File: config.mk
export PLATFORM = sky130hd
export DESIGN_NAME = floo_axis_noc_bridge_credit
export DESIGN_NICKNAME = d
export VERILOG_FILES = /design/src/rtl/floo_axis_noc_bridge_credit.sv
export SDC_FILE = /design/constraint.sdc
export NUM_CORES = 1
export LEC_CHECK = 0
export ABC_AREA = 1
export CELL_PAD_IN_SITES_DETAIL_PLACEMENT = 1
export CELL_PAD_IN_SITES_GLOBAL_PLACEMENT = 1
export CORE_MARGIN = 1.5
export CORE_UTILIZATION = 37
export DETAILED_ROUTE_END_ITERATION = 10
export PLACE_DENSITY = 0.66
export SLEW_MARGIN = 20
export SYNTH_ARGS = -nofsm -noshare
export SYNTH_HDL_FRONTEND = slang
export SYNTH_SLANG_ARGS = --single-unit
File: constraint.sdc
create_clock -name clk_i -period 10 [get_ports clk_i]
set_clock_uncertainty 0.15 [all_clocks]
set_input_delay 1 -clock clk_i [delete_from_list [all_inputs] [get_ports clk_i]]
set_output_delay 1 -clock clk_i [all_outputs]
set_load 0.05 [all_outputs]
File: src/rtl/floo_axis_noc_bridge_credit.sv
// Purpose: bridges NumChan credit-controlled NoC channels onto one AXIS pair, each beat carrying a flit and/or a credit return.
// Latency: TX flit -> axis_out valid 1 cycle (registered 2-entry FIFO); axis_in -> noc_out valid 1 cycle (per-channel RX FIFOs).
// Backpressure: TX stalls on zero credit or a full output FIFO; axis_in never stalls, RX overflow drops the beat and sets err_o.

// Generic synchronous FIFO with registered read data; a push to a full FIFO is ignored.
module floo_axis_noc_bridge_credit_fifo #(
  parameter int unsigned Width = 8,
  parameter int unsigned Depth = 2
) (
  input  logic             clk_i,
  input  logic             rst_ni,
  input  logic             push_vld,
  input  logic [Width-1:0] push_dat,
  input  logic             pop_rdy,
  output logic [Width-1:0] pop_dat,
  output logic             full,
  output logic             empty
);
  localparam int unsigned PtrW = (Depth > 1) ? $clog2(Depth) : 1;
  localparam int unsigned CntW = $clog2(Depth + 1);
  localparam logic [PtrW-1:0] LastPtr = PtrW'(Depth - 1);
  localparam logic [CntW-1:0] DepthCnt = CntW'(Depth);

  logic [Width-1:0] mem [Depth];
  logic [PtrW-1:0]  wr_ptr;
  logic [PtrW-1:0]  rd_ptr;
  logic [CntW-1:0]  cnt;
  logic             do_push;
  logic             do_pop;

  assign full    = (cnt == DepthCnt);
  assign empty   = (cnt == '0);
  assign do_push = push_vld && !full;
  assign do_pop  = pop_rdy && !empty;
  assign pop_dat = mem[rd_ptr];

  // Pointer and occupancy bookkeeping.
  always_ff @(posedge clk_i) begin
    if (!rst_ni) begin
      wr_ptr <= '0;
      rd_ptr <= '0;
      cnt    <= '0;
    end else begin
      if (do_push) wr_ptr <= (wr_ptr == LastPtr) ? '0 : wr_ptr + PtrW'(1);
      if (do_pop)  rd_ptr <= (rd_ptr == LastPtr) ? '0 : rd_ptr + PtrW'(1);
      case ({do_push, do_pop})
        2'b10:   cnt <= cnt + CntW'(1);
        2'b01:   cnt <= cnt - CntW'(1);
        default: cnt <= cnt;
      endcase
    end
  end

  // Storage write; contents need no reset since occupancy gates every read.
  always_ff @(posedge clk_i) begin
    if (do_push) mem[wr_ptr] <= push_dat;
  end
endmodule

module floo_axis_noc_bridge_credit #(
  parameter  int unsigned NumChan   = 2,
  parameter  int unsigned DataWidth = 64,
  parameter  int unsigned RxDepth   = 4,
  localparam int unsigned IdxW      = (NumChan > 1) ? $clog2(NumChan) : 1,
  localparam int unsigned CntW      = $clog2(RxDepth + 1),
  localparam int unsigned BeatW     = 2 + 2 * IdxW + DataWidth
) (
  input  logic                           clk_i,
  input  logic                           rst_ni,
  input  logic [NumChan-1:0]             noc_in_valid_i,
  output logic [NumChan-1:0]             noc_in_ready_o,
  input  logic [NumChan*DataWidth-1:0]   noc_in_data_i,
  output logic [NumChan-1:0]             noc_out_valid_o,
  input  logic [NumChan-1:0]             noc_out_ready_i,
  output logic [NumChan*DataWidth-1:0]   noc_out_data_o,
  output logic                           axis_out_tvalid_o,
  input  logic                           axis_out_tready_i,
  output logic [BeatW-1:0]               axis_out_tdata_o,
  input  logic                           axis_in_tvalid_i,
  output logic                           axis_in_tready_o,
  input  logic [BeatW-1:0]               axis_in_tdata_i,
  output logic                           err_o
);
  localparam logic [CntW-1:0] MaxCnt = CntW'(RxDepth);

  typedef struct packed {
    logic                 crd_vld;
    logic [IdxW-1:0]      crd_idx;
    logic                 dat_vld;
    logic [IdxW-1:0]      dat_idx;
    logic [DataWidth-1:0] data;
  } beat_t;

  logic [NumChan-1:0][CntW-1:0] credit_q;
  logic [NumChan-1:0][CntW-1:0] pend_q;
  logic [IdxW-1:0]              rr_q;
  logic                         err_q;

  logic [DataWidth-1:0] in_dat [NumChan];
  logic [NumChan-1:0]   eligible;
  logic                 gnt_vld;
  logic [IdxW-1:0]      gnt_idx;
  logic                 crd_any;
  logic [IdxW-1:0]      crd_sel;
  beat_t                tx_beat;
  beat_t                rx_beat;
  logic                 out_full;
  logic                 out_empty;
  logic                 out_push;
  logic                 rx_acc;
  logic [NumChan-1:0]   rx_full;
  logic [NumChan-1:0]   rx_empty;
  logic [NumChan-1:0]   rx_push;
  logic [NumChan-1:0]   rx_pop;
  logic [NumChan-1:0]   rx_drop;
  logic [NumChan-1:0]   cred_inc;
  logic [NumChan-1:0]   cred_dec;
  logic [NumChan-1:0]   crd_ovf;
  logic [NumChan-1:0]   pend_dec;

  assign rx_beat          = axis_in_tdata_i;
  assign rx_acc           = axis_in_tvalid_i && rst_ni;
  assign axis_in_tready_o = rst_ni;
  assign err_o            = err_q;

  for (genvar c = 0; c < NumChan; c++) begin : g_chan
    assign in_dat[c]       = noc_in_data_i[c*DataWidth +: DataWidth];
    assign eligible[c]     = noc_in_valid_i[c] && (credit_q[c] != '0);
    assign cred_dec[c]     = out_push && gnt_vld && (gnt_idx == IdxW'(c));
    assign cred_inc[c]     = rx_acc && rx_beat.crd_vld && (rx_beat.crd_idx == IdxW'(c));
    assign crd_ovf[c]      = cred_inc[c] && !cred_dec[c] && (credit_q[c] == MaxCnt);
    assign pend_dec[c]     = out_push && crd_any && (crd_sel == IdxW'(c));
    assign rx_push[c]      = rx_acc && rx_beat.dat_vld && (rx_beat.dat_idx == IdxW'(c));
    assign rx_drop[c]      = rx_push[c] && rx_full[c];
    assign rx_pop[c]       = noc_out_ready_i[c] && !rx_empty[c];
    assign noc_out_valid_o[c] = rst_ni && !rx_empty[c];

    floo_axis_noc_bridge_credit_fifo #(
      .Width (DataWidth),
      .Depth (RxDepth)
    ) i_rx_fifo (
      .clk_i    (clk_i),
      .rst_ni   (rst_ni),
      .push_vld (rx_push[c]),
      .push_dat (rx_beat.data),
      .pop_rdy  (noc_out_ready_i[c]),
      .pop_dat  (noc_out_data_o[c*DataWidth +: DataWidth]),
      .full     (rx_full[c]),
      .empty    (rx_empty[c])
    );
  end

  // Round-robin grant among eligible channels, starting from rr_q.
  always_comb begin
    logic [IdxW-1:0] c;
    c       = '0;
    gnt_vld = 1'b0;
    gnt_idx = '0;
    for (int i = 0; i < NumChan; i++) begin
      c = IdxW'((int'(rr_q) + i) % int'(NumChan));
      if (!gnt_vld && eligible[c]) begin
        gnt_vld = 1'b1;
        gnt_idx = c;
      end
    end
  end

  // Lowest-index channel with credits waiting to be returned.
  always_comb begin
    crd_any = 1'b0;
    crd_sel = '0;
    for (int i = NumChan - 1; i >= 0; i--) begin
      if (pend_q[i] != '0) begin
        crd_any = 1'b1;
        crd_sel = IdxW'(i);
      end
    end
  end

  // Outgoing beat assembly; unused index and data fields stay zero.
  always_comb begin
    tx_beat         = '0;
    tx_beat.crd_vld = crd_any;
    tx_beat.crd_idx = crd_sel;
    tx_beat.dat_vld = gnt_vld;
    tx_beat.dat_idx = gnt_idx;
    if (gnt_vld) tx_beat.data = in_dat[gnt_idx];
  end

  assign out_push = rst_ni && !out_full && (gnt_vld || crd_any);

  // Only the granted channel sees ready, and only when the beat is really pushed.
  always_comb begin
    noc_in_ready_o = '0;
    if (out_push && gnt_vld) noc_in_ready_o[gnt_idx] = 1'b1;
  end

  floo_axis_noc_bridge_credit_fifo #(
    .Width (BeatW),
    .Depth (2)
  ) i_out_fifo (
    .clk_i    (clk_i),
    .rst_ni   (rst_ni),
    .push_vld (out_push),
    .push_dat (tx_beat),
    .pop_rdy  (axis_out_tready_i),
    .pop_dat  (axis_out_tdata_o),
    .full     (out_full),
    .empty    (out_empty)
  );

  assign axis_out_tvalid_o = rst_ni && !out_empty;

  // Credit, pending-return, arbitration pointer and sticky error state; same-cycle inc/dec nets out.
  always_ff @(posedge clk_i) begin
    if (!rst_ni) begin
      for (int i = 0; i < NumChan; i++) begin
        credit_q[i] <= MaxCnt;
        pend_q[i]   <= '0;
      end
      rr_q  <= '0;
      err_q <= 1'b0;
    end else begin
      for (int i = 0; i < NumChan; i++) begin
        if (cred_inc[i] && !cred_dec[i]) begin
          if (credit_q[i] != MaxCnt) credit_q[i] <= credit_q[i] + CntW'(1);
        end else if (cred_dec[i] && !cred_inc[i]) begin
          credit_q[i] <= credit_q[i] - CntW'(1);
        end
        if (rx_pop[i] && !pend_dec[i]) begin
          pend_q[i] <= pend_q[i] + CntW'(1);
        end else if (pend_dec[i] && !rx_pop[i]) begin
          pend_q[i] <= pend_q[i] - CntW'(1);
        end
      end
      if (out_push && gnt_vld) begin
        rr_q <= (gnt_idx == IdxW'(NumChan - 1)) ? '0 : gnt_idx + IdxW'(1);
      end
      if ((|crd_ovf) || (|rx_drop)) err_q <= 1'b1;
    end
  end
endmodule

==> metrics.csv <==
metric,value,unit
first drt pass iteration count,6,
multi-input combinational cell area,5770,um2
critical path type,flip-flop to output port,
"top cells by area, synth","edfxtp_1 (73%), o21ai_0 (6.4%), nor2_1 (5.9%)",
Nets,2552,
sequential area share after synthesis,75.9,%
most frequent cell after synthesis,edfxtp_1,
outcome,"complete, no violations",
post-synth top area cell,edfxtp_1,
worst vdd ir,0.000186,V
Worst path max stage delay,880,ps
# hold bufs at CTS,0,
Reg2Reg Depth,5,
Fmax achieved,197,MHz
post-synthesis register bit count,685,
first-pass GRT wire length,116000,um
Post-Syn Instances,1938,
Setup TNS,0,ps
Initial Util,37.3,%
antenna violations before repair,8,
mapped cell area,26600,um2
port bufs,406,
drt via density,5.24,
HP Class,flip-flop to flip-flop,
Util after Layout,47.5,%
Global Route Usage Sum,20.8,%
I/O pin cnt,407,
Worst setup SP type,flip-flop,
# Max-Cap Violations,0,
worst-path fanout max,76,
"EDFF count, synth",648,
leakage power,11.3,nW
diodes inserted,0,
Most used DFF post-synth,edfxtp_1,
crit-path cells,clkinv_2 > buf_4 > o21ai_0 > o22ai_1 > clkdlybuf4s50_1,
GPL Wtd Cong,0.834,
Post-CTS Resized,0,
CP Buf/Inv Count,3,
share of layout cells above drive strength 1,9.35,%
Slew HR,27.8,%
Root Buffer,clkbuf_16,
CTS sink count,685,
dpl hpwl,48400,um
Clock Latency Late Sink,610,ps
setup repair bufs after CTS,0,
Critical Path AT,3920,ps
syn_nets,2163,
routed wire length,78000,um
drc violations,0,
Tcrit/Tclk final,50.7,%
PD cells,262,nW/um2
DIE WIDTH,271,um
Synth top area share,73.1,%
"CTS clk-pin slew, worst paths",60,ps
Yosys warnings,0,
Clock Tree Buf Depth,3,
"Largest delay share family, worst path",buffers and inverters,
Hold Slack,308,ps
Site Rows,98,
FF-to-FF setup slack,6950,ps
Slew @ Worst Pin,1080,ps
slowest CP cell,clkdlybuf4s50_1,
via count,17484,
register area,20200,um2
Mean Syn Cell Area,13.7,um2
final hold vios,0,
P&R area growth vs syn,27.4,%
die height,271,um
Num CTS Buffers,75,
post-route ant nets,0,
RSZ-0062 raised after global routing,no,
number of global-route vias before repair,17904,
commonest cells in the netlist,"edfxtp_1 (648), nor2_1 (422), o21ai_0 (340)",
H-tree Lvls,3,
fin crit period,5070,ps
number of distinct library cells after synthesis,31,
number of fillers in the final layout,7199,
die footprint,73600,um2
Setup-failing EPs final,0,
largest net degree at the start of global routing,98,
CP Capture Type,output port,
gr ovfl total,0,
DR WL/cell,23.4,um
Final Max Tran Viols,0,
initial drt markers,1110,
async set-reset flop share out of synthesis,0,%
Hold Crit Depth,1,
CP Depth,5,
TritonCTS clock tree,done,
Placeable Area,71400,um2
data required time of the critical path,8850,ps
registers in the layout (all words and copies together) (netlist names), named ones only:
signal / count
i_out_fifo.cnt: 2
i_out_fifo.rd_ptr: 1
g_chan.i_rx_fifo.mem: 512
i_out_fifo.wr_ptr: 1
credit_q: 6
pend_q: 6
g_chan.i_rx_fifo.rd_ptr: 4
g_chan.i_rx_fifo.wr_ptr: 4
rr_q: 1
g_chan.i_rx_fifo.cnt: 6
err_o: 1
i_out_fifo.mem: 136
area by class of cell:
class | count | share of cell area [%]
repair buffers | 428 | 12.5
inverters | 55 | 0.616
clock buffers | 94 | 5.74
clock inverters | 42 | 1.03
well taps | 950 | 3.51
flip-flops and latches | 685 | 59.6
multi-input cells | 1082 | 17.0
kinds of logic after synthesis:
| logic type | synth area share (%) |
|---|---|
| fa+ha+maj | 1.16 |
| mux | 2.88 |
| buf+inv | 2.72 |
| flops | 75.9 |
| xor+xnor | 0.0329 |
| compound gates | 10.4 |
| simple gates | 6.97 |
path summary, 6_finish.rpt:
path | startpoint | endpoint
max | flip-flop | noc_out_data_o[56]
min | i_out_fifo.rd_ptr | i_out_fifo.rd_ptr
max reg2reg | g_chan[1].i_rx_fifo.cnt[1] | g_chan[1].i_rx_fifo.mem[2][10]
min reg2reg | i_out_fifo.rd_ptr | i_out_fifo.rd_ptr
through the flow:
stage | setup slack (ps) | area [um2] | std cells | power (W)
3_5_place_dp | 5360 | 31600 | 3200 | 0.00633
4_1_cts | 4870 | 33900 | 3336 | 0.00897
6_report | 4930 | 33900 | 3336 | 0.00888
5_1_grt | 4680 | 33900 | 3336 | 0.00920
3_3_place_gp | 5410 | 31600 | 3200 | 0.00628
2_1_floorplan | 5130 | 26600 | 1938 | 0.00528
metal layers:
layer	vias to the layer above	global-route usage, %	wire [um]
met5	-	0	106
met4	16	5.39	1720
met3	134	4.36	3760
met2	428	35.2	38700
met1	8983	27.3	33700
li1	7923	-	-
cell usage in the layout (no fill, tap or decap), types with 5 or more instances in the layout:
master,count
edfxtp_1,648
nor2_1,412
clkdlybuf4s50_1,406
o21ai_0,340
o22ai_1,128
clkbuf_16,75
mux2_2,68
inv_1,45
dfxtp_1,32
nand2_1,29
a21oi_1,25
buf_4,22
clkbuf_1,19
clkinv_1,18
nand3_1,15
clkinv_2,15
ha_1,15
nor2_4,10
o21ai_1,8
inv_2,8
fa_1,6
nand2_2,5
bufinv_16,5
report_power, final:
part | internal [W] | total, W | switching, W
clock | 0.00151 | 0.00262 | 0.00111
sequential | 0.00338 | 0.00349 | 0.000106
combinational | 0.000838 | 0.00277 | 0.00193
Power figures use the tool's default switching activity.
